File: src/rtl/cpu_pkg.sv
// Shared types for the memory-port arbiter: read-response owner encoding and
// response-tracker states.
package cpu_pkg;

    typedef enum logic [1:0] {
        NONE  = 2'd0,
        FETCH = 2'd1,
        DATA  = 2'd2,
        DBG   = 2'd3
    } mem_owner_t;

    typedef enum logic {
        IDLE = 1'b0,
        PEND = 1'b1
    } rsp_state_t;

    localparam int unsigned STARVE_CNT_W = 4;

endpackage

File: src/rtl/mem_port_arbiter_if.sv
// Bundle of requester, memory and read-response signals around the arbiter.
// The master side drives requests and memory read data; the slave side is the arbiter.
interface mem_port_arbiter_if;
    import cpu_pkg::*;

    logic        fetch_req;
    logic [29:0] fetch_addr;
    logic        fetch_gnt;
    logic        fetch_stall;

    logic        data_req;
    logic        data_we;
    logic [31:0] data_addr;
    logic [31:0] data_wdata;
    logic        data_gnt;

    logic        dbg_req;
    logic        dbg_we;
    logic [31:0] dbg_addr;
    logic [31:0] dbg_wdata;
    logic        dbg_gnt;

    logic [31:0] mem_addr;
    logic        mem_we;
    logic [31:0] mem_wdata;
    logic [31:0] mem_rdata;

    logic        rsp_valid;
    mem_owner_t  rsp_owner;
    logic [31:0] rsp_rdata;

    modport master (
        output fetch_req, fetch_addr,
        output data_req, data_we, data_addr, data_wdata,
        output dbg_req, dbg_we, dbg_addr, dbg_wdata,
        output mem_rdata,
        input  fetch_gnt, fetch_stall, data_gnt, dbg_gnt,
        input  mem_addr, mem_we, mem_wdata,
        input  rsp_valid, rsp_owner, rsp_rdata
    );

    modport slave (
        input  fetch_req, fetch_addr,
        input  data_req, data_we, data_addr, data_wdata,
        input  dbg_req, dbg_we, dbg_addr, dbg_wdata,
        input  mem_rdata,
        output fetch_gnt, fetch_stall, data_gnt, dbg_gnt,
        output mem_addr, mem_we, mem_wdata,
        output rsp_valid, rsp_owner, rsp_rdata
    );

endinterface

File: src/rtl/rr_starve_counter.sv
// Counts enabled cycles in which a pending debug request was denied; once the
// count reaches LIMIT the debug port is forced to win the next arbitration.
module rr_starve_counter
    import cpu_pkg::*;
#(
    parameter int unsigned LIMIT = 4
) (
    input  logic clk,
    input  logic rst_n,
    input  logic en,
    input  logic dbg_req,
    input  logic dbg_gnt,
    output logic force_dbg
);

    localparam logic [STARVE_CNT_W-1:0] LIMIT_W = STARVE_CNT_W'(LIMIT);

    logic [STARVE_CNT_W-1:0] cnt_reg;
    logic [STARVE_CNT_W-1:0] cnt_next;

    always_comb begin
        cnt_next = cnt_reg;
        if (!dbg_req || dbg_gnt) begin
            cnt_next = '0;
        end else if (cnt_reg != LIMIT_W) begin
            cnt_next = cnt_reg + 1'b1;
        end
    end

    always_ff @(posedge clk or negedge rst_n) begin
        if (!rst_n) begin
            cnt_reg <= '0;
        end else if (en) begin
            cnt_reg <= cnt_next;
        end
    end

    assign force_dbg = (cnt_reg == LIMIT_W);

endmodule

File: src/rtl/mem_port_arbiter.sv
// Single-port memory arbiter for fetch, data and debug requesters, with a
// response tracker that steers the one-cycle-late read data to its owner.
module mem_port_arbiter
    import cpu_pkg::*;
#(
    parameter int unsigned STARVE_LIMIT = 4
) (
    input  logic               clk,
    input  logic               rst_n,
    input  logic               clk_enable,
    mem_port_arbiter_if.slave  bus
);

    mem_owner_t  win;
    logic        force_dbg;
    logic        dbg_gnt;
    logic [31:0] sel_addr;
    logic [31:0] sel_wdata;
    logic        sel_we;
    logic        rd_issue;
    logic [31:0] addr_hold_reg;
    logic [31:0] wdata_hold_reg;
    rsp_state_t  state_reg;
    rsp_state_t  state_next;
    mem_owner_t  owner_reg;
    mem_owner_t  owner_next;

    rr_starve_counter #(
        .LIMIT (STARVE_LIMIT)
    ) u_starve (
        .clk       (clk),
        .rst_n     (rst_n),
        .en        (clk_enable),
        .dbg_req   (bus.dbg_req),
        .dbg_gnt   (dbg_gnt),
        .force_dbg (force_dbg)
    );

    always_comb begin
        win = NONE;
        if (clk_enable) begin
            if (force_dbg && bus.dbg_req) begin
                win = DBG;
            end else if (bus.data_req) begin
                win = DATA;
            end else if (bus.fetch_req) begin
                win = FETCH;
            end else if (bus.dbg_req) begin
                win = DBG;
            end
        end
    end

    assign dbg_gnt         = (win == DBG);
    assign bus.dbg_gnt     = dbg_gnt;
    assign bus.data_gnt    = (win == DATA);
    assign bus.fetch_gnt   = (win == FETCH);
    assign bus.fetch_stall = bus.fetch_req && (win != FETCH);

    // With no winner the address/data lines park on the last granted values.
    always_comb begin
        sel_addr  = addr_hold_reg;
        sel_wdata = wdata_hold_reg;
        sel_we    = 1'b0;
        case (win)
            FETCH: sel_addr = {bus.fetch_addr, 2'b00};
            DATA: begin
                sel_addr  = bus.data_addr;
                sel_wdata = bus.data_wdata;
                sel_we    = bus.data_we;
            end
            DBG: begin
                sel_addr  = bus.dbg_addr;
                sel_wdata = bus.dbg_wdata;
                sel_we    = bus.dbg_we;
            end
            default: ;
        endcase
    end

    assign bus.mem_addr  = sel_addr;
    assign bus.mem_wdata = sel_wdata;
    assign bus.mem_we    = sel_we;

    always_ff @(posedge clk or negedge rst_n) begin
        if (!rst_n) begin
            addr_hold_reg  <= '0;
            wdata_hold_reg <= '0;
        end else if (clk_enable && (win != NONE)) begin
            addr_hold_reg  <= sel_addr;
            wdata_hold_reg <= sel_wdata;
        end
    end

    assign rd_issue = (win != NONE) && !sel_we;

    always_comb begin
        state_next = state_reg;
        owner_next = owner_reg;
        if (state_reg == IDLE) begin
            if (rd_issue) begin
                state_next = PEND;
                owner_next = win;
            end
        end else begin
            // A back-to-back read re-arms PEND with the new owner.
            if (rd_issue) begin
                owner_next = win;
            end else begin
                state_next = IDLE;
                owner_next = NONE;
            end
        end
    end

    always_ff @(posedge clk or negedge rst_n) begin
        if (!rst_n) begin
            state_reg <= IDLE;
            owner_reg <= NONE;
        end else if (clk_enable) begin
            state_reg <= state_next;
            owner_reg <= owner_next;
        end
    end

    assign bus.rsp_valid = (state_reg == PEND);
    assign bus.rsp_owner = (state_reg == PEND) ? owner_reg : NONE;
    assign bus.rsp_rdata = (state_reg == PEND) ? bus.mem_rdata : 32'h0;

endmodule

File: src/flat_wrapper.sv
// flat-port wrapper written by rule: the top's interface ports become plain ports
module mem_port_arbiter_flat import cpu_pkg::*;
#(
    parameter int unsigned STARVE_LIMIT = 4
)
  (clk, rst_n, clk_enable, bus_fetch_req, bus_fetch_addr, bus_data_req, bus_data_we, bus_data_addr, bus_data_wdata, bus_dbg_req, bus_dbg_we, bus_dbg_addr, bus_dbg_wdata, bus_mem_rdata, bus_fetch_gnt, bus_fetch_stall, bus_data_gnt, bus_dbg_gnt, bus_mem_addr, bus_mem_we, bus_mem_wdata, bus_rsp_valid, bus_rsp_owner, bus_rsp_rdata);
  mem_port_arbiter_if bus_i ();
  input  logic clk;
  input  logic rst_n;
  input  logic clk_enable;
  input wire logic [$bits(bus_i.fetch_req)-1:0] bus_fetch_req;
  input wire logic [$bits(bus_i.fetch_addr)-1:0] bus_fetch_addr;
  input wire logic [$bits(bus_i.data_req)-1:0] bus_data_req;
  input wire logic [$bits(bus_i.data_we)-1:0] bus_data_we;
  input wire logic [$bits(bus_i.data_addr)-1:0] bus_data_addr;
  input wire logic [$bits(bus_i.data_wdata)-1:0] bus_data_wdata;
  input wire logic [$bits(bus_i.dbg_req)-1:0] bus_dbg_req;
  input wire logic [$bits(bus_i.dbg_we)-1:0] bus_dbg_we;
  input wire logic [$bits(bus_i.dbg_addr)-1:0] bus_dbg_addr;
  input wire logic [$bits(bus_i.dbg_wdata)-1:0] bus_dbg_wdata;
  input wire logic [$bits(bus_i.mem_rdata)-1:0] bus_mem_rdata;
  output wire logic [$bits(bus_i.fetch_gnt)-1:0] bus_fetch_gnt;
  output wire logic [$bits(bus_i.fetch_stall)-1:0] bus_fetch_stall;
  output wire logic [$bits(bus_i.data_gnt)-1:0] bus_data_gnt;
  output wire logic [$bits(bus_i.dbg_gnt)-1:0] bus_dbg_gnt;
  output wire logic [$bits(bus_i.mem_addr)-1:0] bus_mem_addr;
  output wire logic [$bits(bus_i.mem_we)-1:0] bus_mem_we;
  output wire logic [$bits(bus_i.mem_wdata)-1:0] bus_mem_wdata;
  output wire logic [$bits(bus_i.rsp_valid)-1:0] bus_rsp_valid;
  output wire logic [$bits(bus_i.rsp_owner)-1:0] bus_rsp_owner;
  output wire logic [$bits(bus_i.rsp_rdata)-1:0] bus_rsp_rdata;
  assign bus_i.fetch_req = bus_fetch_req;
  assign bus_i.fetch_addr = bus_fetch_addr;
  assign bus_i.data_req = bus_data_req;
  assign bus_i.data_we = bus_data_we;
  assign bus_i.data_addr = bus_data_addr;
  assign bus_i.data_wdata = bus_data_wdata;
  assign bus_i.dbg_req = bus_dbg_req;
  assign bus_i.dbg_we = bus_dbg_we;
  assign bus_i.dbg_addr = bus_dbg_addr;
  assign bus_i.dbg_wdata = bus_dbg_wdata;
  assign bus_i.mem_rdata = bus_mem_rdata;
  assign bus_fetch_gnt = bus_i.fetch_gnt;
  assign bus_fetch_stall = bus_i.fetch_stall;
  assign bus_data_gnt = bus_i.data_gnt;
  assign bus_dbg_gnt = bus_i.dbg_gnt;
  assign bus_mem_addr = bus_i.mem_addr;
  assign bus_mem_we = bus_i.mem_we;
  assign bus_mem_wdata = bus_i.mem_wdata;
  assign bus_rsp_valid = bus_i.rsp_valid;
  assign bus_rsp_owner = bus_i.rsp_owner;
  assign bus_rsp_rdata = bus_i.rsp_rdata;
  mem_port_arbiter #(.STARVE_LIMIT(STARVE_LIMIT)) u_core (.clk(clk), .rst_n(rst_n), .clk_enable(clk_enable), .bus(bus_i));
endmodule
File: config.mk
export PLATFORM = sky130hd
export DESIGN_NAME = mem_port_arbiter_flat
export DESIGN_NICKNAME = d
export VERILOG_FILES = /design/src/rtl/cpu_pkg.sv /design/src/rtl/mem_port_arbiter_if.sv /design/src/rtl/rr_starve_counter.sv /design/src/rtl/mem_port_arbiter.sv /design/src/flat_wrapper.sv
export SDC_FILE = /design/constraint.sdc
export NUM_CORES = 1
export LEC_CHECK = 0
export CAP_MARGIN = 20
export CORE_AREA = 2 2 116 118
export DETAILED_ROUTE_END_ITERATION = 16
export DIE_AREA = 0 0 118 120
export PLACE_DENSITY = 0.81
export SYNTH_ARGS = -nofsm -noshare
export SYNTH_HDL_FRONTEND = slang
export SYNTH_SLANG_ARGS = --single-unit
File: constraint.sdc
create_clock -name clk -period 5.5 [get_ports clk]
set_clock_uncertainty 0.2 [all_clocks]
set_input_delay 0.825 -clock clk [delete_from_list [all_inputs] [get_ports clk]]
set_output_delay 0.825 -clock clk [all_outputs]
set_load 0.005 [all_outputs]
==> results.cfg <==
[worst_hold_path]
min-delay-start = u_core.wdata_hold_reg[21]
hold_depth = 2
whs_endpoint = u_core.wdata_hold_reg[21]
hp-class = flip-flop to flip-flop

[clock_network]
clk_latency_ns = 0.33
cts_resized = 0
cts_htree_levels = 3
cts_buffers = 9
cts_num_sinks = 71
hold_buffers = 0
post_cts_buffers = 0
cts_root_buf = clkbuf_16
ctsLongestPathBuffers = 2
clk_pin_slew_ns = 0.05
cts_tree = done

[synth]
yosys_warnings = 0
ys_seq_area_share_pct = 45.2
netlist_area_um2 = 3930
synthTopCellsByArea = dfrtp_1, o22ai_1, mux2i_1
synth-seq-cells = 71
ys_types = 33
syn_nets = 643
synth_top_area_share_pct = 45.2
synthCells = 443
synth_top_area_cell = dfrtp_1
avgSynthCellArea_um2 = 8.88

[global_route]
grt_max_degree = 73
grt_pass1_vias = 4702
overflow = 0
antenna_found_initial = 0
track_usage_pct = 20.7
grt_pass1_wl_mm = 23.3

[floorplanning]
coreArea_um2 = 13000
placementRows = 42
start_util_pct = 30.3
dieArea_um2 = 14200
io_pins = 302
die_w_um = 118
die_y_um = 120

[critical_path]
path_max_fanout = 18
cp_cell_sequence = clkdlybuf4s50_1, nor2_1, o21ai_4, buf_4, mux2i_1, o21ai_0, clkdlybuf4s50_1
cp_num_buf_inv = 3
r2r_start = u_core.u_starve.cnt_reg[0]
critPathSlowestCell = clkdlybuf4s50_1
critPathMaxStageDelay_ns = 0.62
rr_endpoint = u_core.addr_hold_reg[1]
cp-end-kind = output port
crit_required_ns = 4.47
rr_worst_depth = 7
cp_top_family = buffers and inverters
path_class = primary input to output port
r2r_setup_slack_ns = 3.00
crit_top_cell = clkdlybuf4s50_1
cp.arrival_ns = 3.51
start_kind = primary input

[cells_and_area]
fin_area_um2 = 7360
mostFrequentLayoutCells = clkdlybuf4s50_1, dfrtp_1, o22ai_1, nor2_1, o21ai_0
final_common_cell = clkdlybuf4s50_1
drive_gt1_share_pct = 3.93
area_growth_pct = 87.1
final_net_count = 933
nFillCells = 1130
n_antenna_cell = 0

[drt]
drtPass1Iterations = 4
post-route-drc-count = 0
antenna_left = 0
wl_per_cell_um = 16.4
num_vias = 4502
finalWirelength_mm = 15.0
via_per_inst = 4.93
drt-initial-drc-count = 186

[timing]
slew_headroom_pct = 39.0
setup_viol = 0
rsz0062_at_grt = false
fmax_mhz = 221
hold_viol_final = 0
finalCritPeriodShare_pct = 82.4
maxSlewViolCount = 0
finalCriticalPeriod_ns = 4.53
tightest_slew_ns = 0.916
tns_ns = 0

[power_and_ir_drop]
seq_power_share_pct = 34.6
power_frac_clock_pct = 32.4
p_int_uw = 1340
irDropWorstVdd_mv = 0.126
p_switching_uw = 473
leakagePower_uw = 0.00297
p_per_area_nw_per_um2 = 246
combPwrFrac_pct = 33.1
swShare_pct = 26.1

[placement]
portBuffers = 301
placed_area_um2 = 7060
place.gp.congestion = 0.918
dp_hpwl_mm = 11.7

[flow_run]
cap_violations = 0

[run_status]
outcome = complete, no violations
==> synthesized netlist by cell type <==
library cell  count
a21boi_0          1
a22oi_1           1
a32o_1            2
and2_1           35
and3b_1           1
and4b_1           1
buf_12            1
buf_2            13
buf_4             6
buf_6             1
buf_8             2
clkbuf_1          6
clkbuf_2          3
dfrtp_1          71
ha_1              2
inv_1            10
mux2i_1          36
nand2_1          35
nand2b_1          2
nand3_1           5
nand4b_1          1
nand4b_2          1
nor2_1           65
nor2b_1           1
nor3_1            1
nor3b_1           1
o211ai_1          1
o21ai_0          58
o21ai_1          11
o21ai_2           1
o22ai_1          65
o31ai_1           2
o31ai_2           1
==> worst max path at each step <==
stage	start	endpoint	slack, ns	depth (start not counted)
after floorplan	bus_dbg_req	bus_mem_wdata[1]	2.70	6
after global placement	bus_fetch_req	bus_mem_wdata[19]	1.10	7
after detailed placement	bus_fetch_req	bus_mem_addr[1]	0.96	7
after CTS	bus_fetch_req	bus_mem_addr[1]	0.96	7
after global routing	bus_fetch_req	bus_mem_wdata[15]	0.79	7
final	bus_fetch_req	bus_mem_wdata[19]	0.97	7
==> power by group through the flow <==
stage,clock network (uW),registers (uW),logic (uW)
floorplan,0,623,219
CTS,598,627,605
global route,624,634,648
finish,586,626,599
detailed placement,0,636,600
global placement,0,631,588
==> metrics by stage <==
step	util [%]	instances	power [uW]	hold WS (ns)	worst slack, ns
finish	56.7	913	1810	0.271	0.969
global route	56.7	913	1910	0.292	0.790
CTS	56.7	913	1830	0.276	0.963
detailed placement	54.4	898	1240	0.263	0.964
global placement	54.4	898	1220	0.252	1.10
floorplan	-	443	842	0.239	2.70
==> area by class of cell <==
| class | count | area (um2) | area share [%] |
|---|---|---|---|
| clock inverters | 3 | 42.5 | 0.578 |
| repair buffers | 311 | 3100 | 42.1 |
| multi-input cells | 330 | 1930 | 26.2 |
| inverters | 10 | 37.5 | 0.510 |
| flip-flops and latches | 71 | 1780 | 24.1 |
| clock buffers | 12 | 256 | 3.49 |
| well taps | 176 | 220 | 2.99 |
==> tightest hold or removal path, delay by kind of cell, from the launching register on <==
| family | cells | cell delay [ns] |
|---|---|---|
| DFF | 1 | 0.32 |
| AOI/OAI and AO/OA | 1 | 0.06 |
| and+or+nand+nor | 1 | 0.05 |
==> cell families after synthesis <==
group	Yosys count	synth area share, %
buffers and inverters	42	6.27
DFF	71	45.2
and+or+nand+nor	149	17.6
adders and majority gates	2	0.636
muxes	36	9.16
AOI/OAI and AO/OA	143	21.1
==> per-layer routing <==
metal / vias up / routed length (um) / global-route usage (%) / part of all wire [%]
met5: - / 0 / 0 / 0
met4: 0 / 405 / 8.21 / 2.7
met3: 33 / 821 / 4.37 / 5.5
met2: 194 / 7930 / 39.4 / 53
met1: 2123 / 5800 / 22.3 / 39
li1: 2152 / - / - / -
Power figures use the tool's default switching activity.
